--- config.mk ---
export PLATFORM = sky130hd
export DESIGN_NAME = dec_deserializer_22b
export DESIGN_NICKNAME = d
export VERILOG_FILES = /design/src/rtl/dec_deserializer_22b.sv
export SDC_FILE = /design/constraint.sdc
export NUM_CORES = 1
export LEC_CHECK = 0
export ABC_CLOCK_PERIOD_IN_PS = 1600
export BUFFER_PORTS_ARGS = -buffer_cell sky130_fd_sc_hd__buf_2
export CAP_MARGIN = 5
export CORE_MARGIN = 5
export CORE_UTILIZATION = 35
export DETAILED_ROUTE_END_ITERATION = 8
export SKIP_CTS_REPAIR_TIMING = 1
export SLEW_MARGIN = 5
export SYNTH_ARGS = -nofsm -noshare
export SYNTH_HDL_FRONTEND = slang
export SYNTH_SLANG_ARGS = --single-unit
--- constraint.sdc ---
create_clock -name clk -period 1.6 [get_ports clk]
set_input_delay 0.4 -clock clk [delete_from_list [all_inputs] [get_ports clk]]
set_output_delay 0.4 -clock clk [all_outputs]
set_load 0.1 [all_outputs]
--- src/rtl/dec_deserializer_22b.sv ---
// dec_deserializer_22b
// Receive side of the decimation filter's serial output link. Samples the
// serial bit and frame-sync strobe, rebuilds each MSB-first word, checks the
// frame length and presents committed words through a valid/ready handshake.
module dec_deserializer_22b #(
  parameter int DATA_W = 22,
  parameter int CNT_W  = 16
) (
  input  logic              clk,
  input  logic              rst_b,
  input  logic              ser_data_i,
  input  logic              frame_sync_i,
  output logic [DATA_W-1:0] data_o,
  output logic              valid_o,
  input  logic              ready_i,
  output logic              len_err_o,
  output logic              ovf_err_o,
  input  logic              err_clr_i,
  output logic              busy_o,
  output logic [CNT_W-1:0]  frame_cnt_o
);

  localparam int BCNT_W = $clog2(DATA_W + 1);
  localparam logic [BCNT_W-1:0] LAST_BIT = BCNT_W'(DATA_W - 1);

  typedef enum logic [1:0] {S_IDLE, S_SHIFT, S_END, S_DRAIN} state_t;

  state_t              r_state;
  logic [BCNT_W-1:0]   r_cnt;
  logic [DATA_W-1:0]   r_shreg;
  logic                r_busy;

  logic                r_data_p0;
  logic                r_sync_p0;
  logic                r_sync_p1;
  logic                r_vld_p0;
  logic                r_vld_p1;

  logic [DATA_W-1:0]   r_data;
  logic                r_valid;
  logic                r_len_err;
  logic                r_ovf_err;
  logic [CNT_W-1:0]    r_frame_cnt;

  logic                w_rise;
  logic                w_held;
  logic                w_commit;
  logic                w_len_evt;
  logic                w_accept;
  logic                w_drop;

  // ---- stage p0/p1: input capture and sync edge history ----
  // r_vld_pN marks that the matching sample is a real observation rather than
  // a reset value, so a strobe already high when reset lifts is never taken
  // for a fresh frame start.
  always_ff @(posedge clk) begin
    if (!rst_b) begin
      r_data_p0 <= 1'b0;
      r_sync_p0 <= 1'b0;
      r_sync_p1 <= 1'b0;
      r_vld_p0  <= 1'b0;
      r_vld_p1  <= 1'b0;
    end else begin
      r_data_p0 <= ser_data_i;
      r_sync_p0 <= frame_sync_i;
      r_sync_p1 <= r_sync_p0;
      r_vld_p0  <= 1'b1;
      r_vld_p1  <= r_vld_p0;
    end
  end

  // ---- stage p2: frame FSM and output decode ----
  // Decode frame start, mid-frame entry, commit and length-error events.
  always_comb begin
    w_rise    = r_vld_p0 & r_vld_p1 & r_sync_p0 & ~r_sync_p1;
    w_held    = r_vld_p0 & r_sync_p0 & (r_sync_p1 | ~r_vld_p1);
    w_commit  = (r_state == S_END) & ~r_sync_p0;
    w_len_evt = ((r_state == S_SHIFT) & ~r_sync_p0) |
                ((r_state == S_END)   &  r_sync_p0);
    w_accept  = w_commit & (~r_valid | ready_i);
    w_drop    = w_commit & r_valid & ~ready_i;
  end

  // Frame FSM: shifts bits while sync is high and checks the frame length.
  always_ff @(posedge clk) begin
    if (!rst_b) begin
      r_state <= S_IDLE;
      r_cnt   <= '0;
      r_shreg <= '0;
      r_busy  <= 1'b0;
    end else begin
      case (r_state)
        S_IDLE: begin
          if (w_rise) begin
            r_shreg <= {r_shreg[DATA_W-2:0], r_data_p0};
            r_cnt   <= BCNT_W'(1);
            r_state <= S_SHIFT;
            r_busy  <= 1'b1;
          end else if (w_held) begin
            r_state <= S_DRAIN;
            r_busy  <= 1'b1;
          end
        end
        S_SHIFT: begin
          if (r_sync_p0) begin
            r_shreg <= {r_shreg[DATA_W-2:0], r_data_p0};
            r_cnt   <= r_cnt + BCNT_W'(1);
            if (r_cnt == LAST_BIT) begin
              r_state <= S_END;
            end
          end else begin
            r_cnt   <= '0;
            r_state <= S_IDLE;
            r_busy  <= 1'b0;
          end
        end
        S_END: begin
          r_cnt <= '0;
          if (r_sync_p0) begin
            r_state <= S_DRAIN;
          end else begin
            r_state <= S_IDLE;
            r_busy  <= 1'b0;
          end
        end
        S_DRAIN: begin
          if (!r_sync_p0) begin
            r_state <= S_IDLE;
            r_busy  <= 1'b0;
          end
        end
        default: begin
          r_state <= S_IDLE;
          r_busy  <= 1'b0;
        end
      endcase
    end
  end

  // Output word, handshake, sticky error flags and committed-frame counter.
  always_ff @(posedge clk) begin
    if (!rst_b) begin
      r_data      <= '0;
      r_valid     <= 1'b0;
      r_len_err   <= 1'b0;
      r_ovf_err   <= 1'b0;
      r_frame_cnt <= '0;
    end else begin
      if (w_accept) begin
        r_data      <= r_shreg;
        r_valid     <= 1'b1;
        r_frame_cnt <= r_frame_cnt + CNT_W'(1);
      end else if (r_valid && ready_i) begin
        r_valid <= 1'b0;
      end
      // A set event on the same edge takes priority over a clear.
      if (w_len_evt) begin
        r_len_err <= 1'b1;
      end else if (err_clr_i) begin
        r_len_err <= 1'b0;
      end
      if (w_drop) begin
        r_ovf_err <= 1'b1;
      end else if (err_clr_i) begin
        r_ovf_err <= 1'b0;
      end
    end
  end

  assign data_o      = r_data;
  assign valid_o     = r_valid;
  assign len_err_o   = r_len_err;
  assign ovf_err_o   = r_ovf_err;
  assign busy_o      = r_busy;
  assign frame_cnt_o = r_frame_cnt;

endmodule

==> impl_metrics.yaml <==
run_status:
  status: "finished with violations"
  violations: "setup timing"
final_layout:
  nFillCells: 838
  nNetsFinal: 422
  final_area_um2: 4068
  antennaDiodeCount: 0
  area_growth_pct: 33.40
  drive_gt1_share_pct: 31.80
logic_synthesis:
  avgSynthCellArea_um2: 9.048
  synthTopCellsByArea: "dfxtp_1 (50%), mux2i_1 (7.6%), nand2_1 (6.3%)"
  ys.warnings.count: 0
  synth_top_area_cell: "dfxtp_1"
  synth.net_count: 352
  synth_commonest_cells: "dfxtp_1 (76), nand2_1 (51), a21oi_1 (38)"
  syn_area_um2: 3049
  synth_seq_cells: 76
  syn_inst: 337
  ys_seq_area_share_pct: 49.90
  ys.flop_type: "dfxtp_1"
  yosysMostFrequentCell: "dfxtp_1"
  yosysUniqueCellTypes: 42
  synth-edff-count: 0
  synthArstFlopShare_pct: 0
  yosysTopAreaCellShare_pct: 49.90
placed_design:
  port_buffers: 47
  dpl_cell_area_um2: 3632
  place.gp.congestion: 0.8175
  dp_hpwl_um: 4587
timing:
  fin_crit_sh_pct: 103.1
  fin_setup_tns_ps: -525.6
  slew_viol_final: 0
  rsz0062_at_grt: "true"
  whs_ps: 257.7
  finalClockSkew_ps: 12.34
  finalHoldViolCount: 0
  setup-violations-final: 22
  relSlewSlack_pct: 67.04
  worst_pin_slew_ps: 497.8
  worst_slack_ps: -49.48
  fmax_mhz: 606.3
  period_minus_slack_ps: 1649
setup_path:
  crit_type: "register to register"
  crit_required_ps: 1850
  critPathLaunchType: "register"
  path_max_fanout: 5
  cp_slowest_stage_delay_ps: 400
  cp_cell_sequence: "inv_4, ha_4, and4b_1, o21ai_4, clkbuf_16, mux2i_1, nor2_1"
  critPathSlowestCell: "dfxtp_4"
  r2r_slack_ps: -50
  reg2reg_depth: 7
  crit_arrival_ps: 1900
  end_kind: "register"
floorplan:
  initial_core_util_pct: 35.48
  die_w_um: 103.3
  io_pins: 48
  core_um2: 8593
  design.die.area_um2: 10680
  die_h_um: 103.3
  rows: 34
power_and_ir_drop:
  peakVddDrop_mv: 0.4756
  p_leak_nw: 1.723
  p_per_area_nw_per_um2: 1260
routing:
  post_drt_wl_per_cell_um: 13.07
  wl_um: 6795
  first_pass_iters: 6
  drt_iter0_drc: 74
  postRouteAntennaNets: 0
  drc_errors: 0
  vias_per_cell: 4.879
  vias: 2537
min_path:
  min_path_cells: 2
  hold_class: "input port to register"
clock_network:
  cts_sinks: 76
  clockBufferDepth: 2
  numCtsBuffers: 9
  cts-root-buf: "clkbuf_8"
  cts_tree: "yes"
  clk_latency_ps: 360
  htree_levels: 3
  clkTransAtPathRegs_ps: 80
global_route:
  grt_pass1_wl_um: 10830
  gr-total-overflow: 0
  grt_usage_pct: 12.99
  antenna_found_initial: 0
  grt_max_degree: 25
  grt_pass1_vias: 2430
run:
  maxCapViolCount: 0
cell type report:
cell class / instances / area [um^2] / share of cell area [%]
Sequential cell: 76 / 1579 / 38.82
Multi-Input combinational cell: 236 / 1525 / 37.50
Timing Repair Buffer: 76 / 604.3 / 14.86
Tap cell: 108 / 135.1 / 3.322
Clock buffer: 9 / 123.9 / 3.045
Clock inverter: 7 / 65.06 / 1.600
Inverter: 8 / 35.03 / 0.8613
per-stage QoR:
step | util [%] | setup slack (ps) | total power [mW] | cells
2_1_floorplan | - | -14.09 | 3.040 | 337
3_3_place_gp | 42.27 | -20.18 | 3.450 | 495
6_report | 47.34 | -49.48 | 5.125 | 520
4_1_cts | 44.47 | -68.72 | 4.888 | 511
5_1_grt | 47.34 | -136.1 | 5.437 | 520
3_5_place_dp | 42.27 | -66.42 | 3.472 | 495
cells by family after synthesis:
family          synth area share [%]
compound gates                 12.84
mux                            7.550
buf+inv                        3.488
xor+xnor                       1.149
simple gates                   21.38
fa+ha+maj                      3.693
flops                          49.90
path summary, 6_finish.rpt:
path | start | to
worst max register to register | r_state[1] | r_shreg[16]
worst min register to register | data_o[16] | data_o[16]
worst min-delay path | ser_data_i | r_data_p0
worst max-delay path | r_state[1] | r_shreg[16]
worst max-delay path: cells and delay by family (launching register included):
kind | cells | cell delay, ps
adder cells (fa/ha/maj) | 1 | 170
multiplexers | 1 | 180
buffers and inverters | 2 | 280
AO/OA/AOI/OAI | 1 | 270
AND/OR/NAND/NOR | 2 | 250
flip-flops | 1 | 400
sequential cells by signal, indices dropped and copies added (netlist names):
name and count:
r_sync_p1 1, ovf_err_o 1, r_data_p0 1, len_err_o 1
r_sync_p0 1, data_o 22, r_cnt 5, r_vld_p0 1
frame_cnt_o 16, r_vld_p1 1, busy_o 1, r_state 2
valid_o 1, r_shreg 22
report_power, final:
part / internal [mW] / total [mW] / switching, mW
Combinational: 0.697 / 1.64 / 0.939
Sequential: 1.98 / 2.08 / 0.101
Clock: 0.600 / 1.41 / 0.805
routing by layer:
| metal | up-vias | share of wire (%) | global-route usage [%] |
|---|---|---|---|
| met4 | 0 | 2.3 | 6.076 |
| met5 | - | 0 | 0 |
| li1 | 1304 | - | - |
| met3 | 11 | 4.9 | 4.158 |
| met1 | 1177 | 45 | 15.65 |
| met2 | 45 | 48 | 21.07 |
layout by cell type, fill, tap and decap left out, types with 5 or more instances in the layout:
| cell | n |
|---|---|
| inv_1 | 5 |
| mux2i_1 | 22 |
| o21ai_0 | 12 |
| and2_1 | 7 |
| nand4_1 | 5 |
| ha_1 | 6 |
| buf_12 | 6 |
| nor2_1 | 33 |
| dfxtp_4 | 14 |
| a21oi_1 | 35 |
| buf_2 | 32 |
| buf_4 | 20 |
| clkbuf_8 | 9 |
| clkbuf_4 | 15 |
| dfxtp_1 | 58 |
| or3_1 | 7 |
| nand2_1 | 51 |
Note: power is estimated with default switching activity, not from simulation.
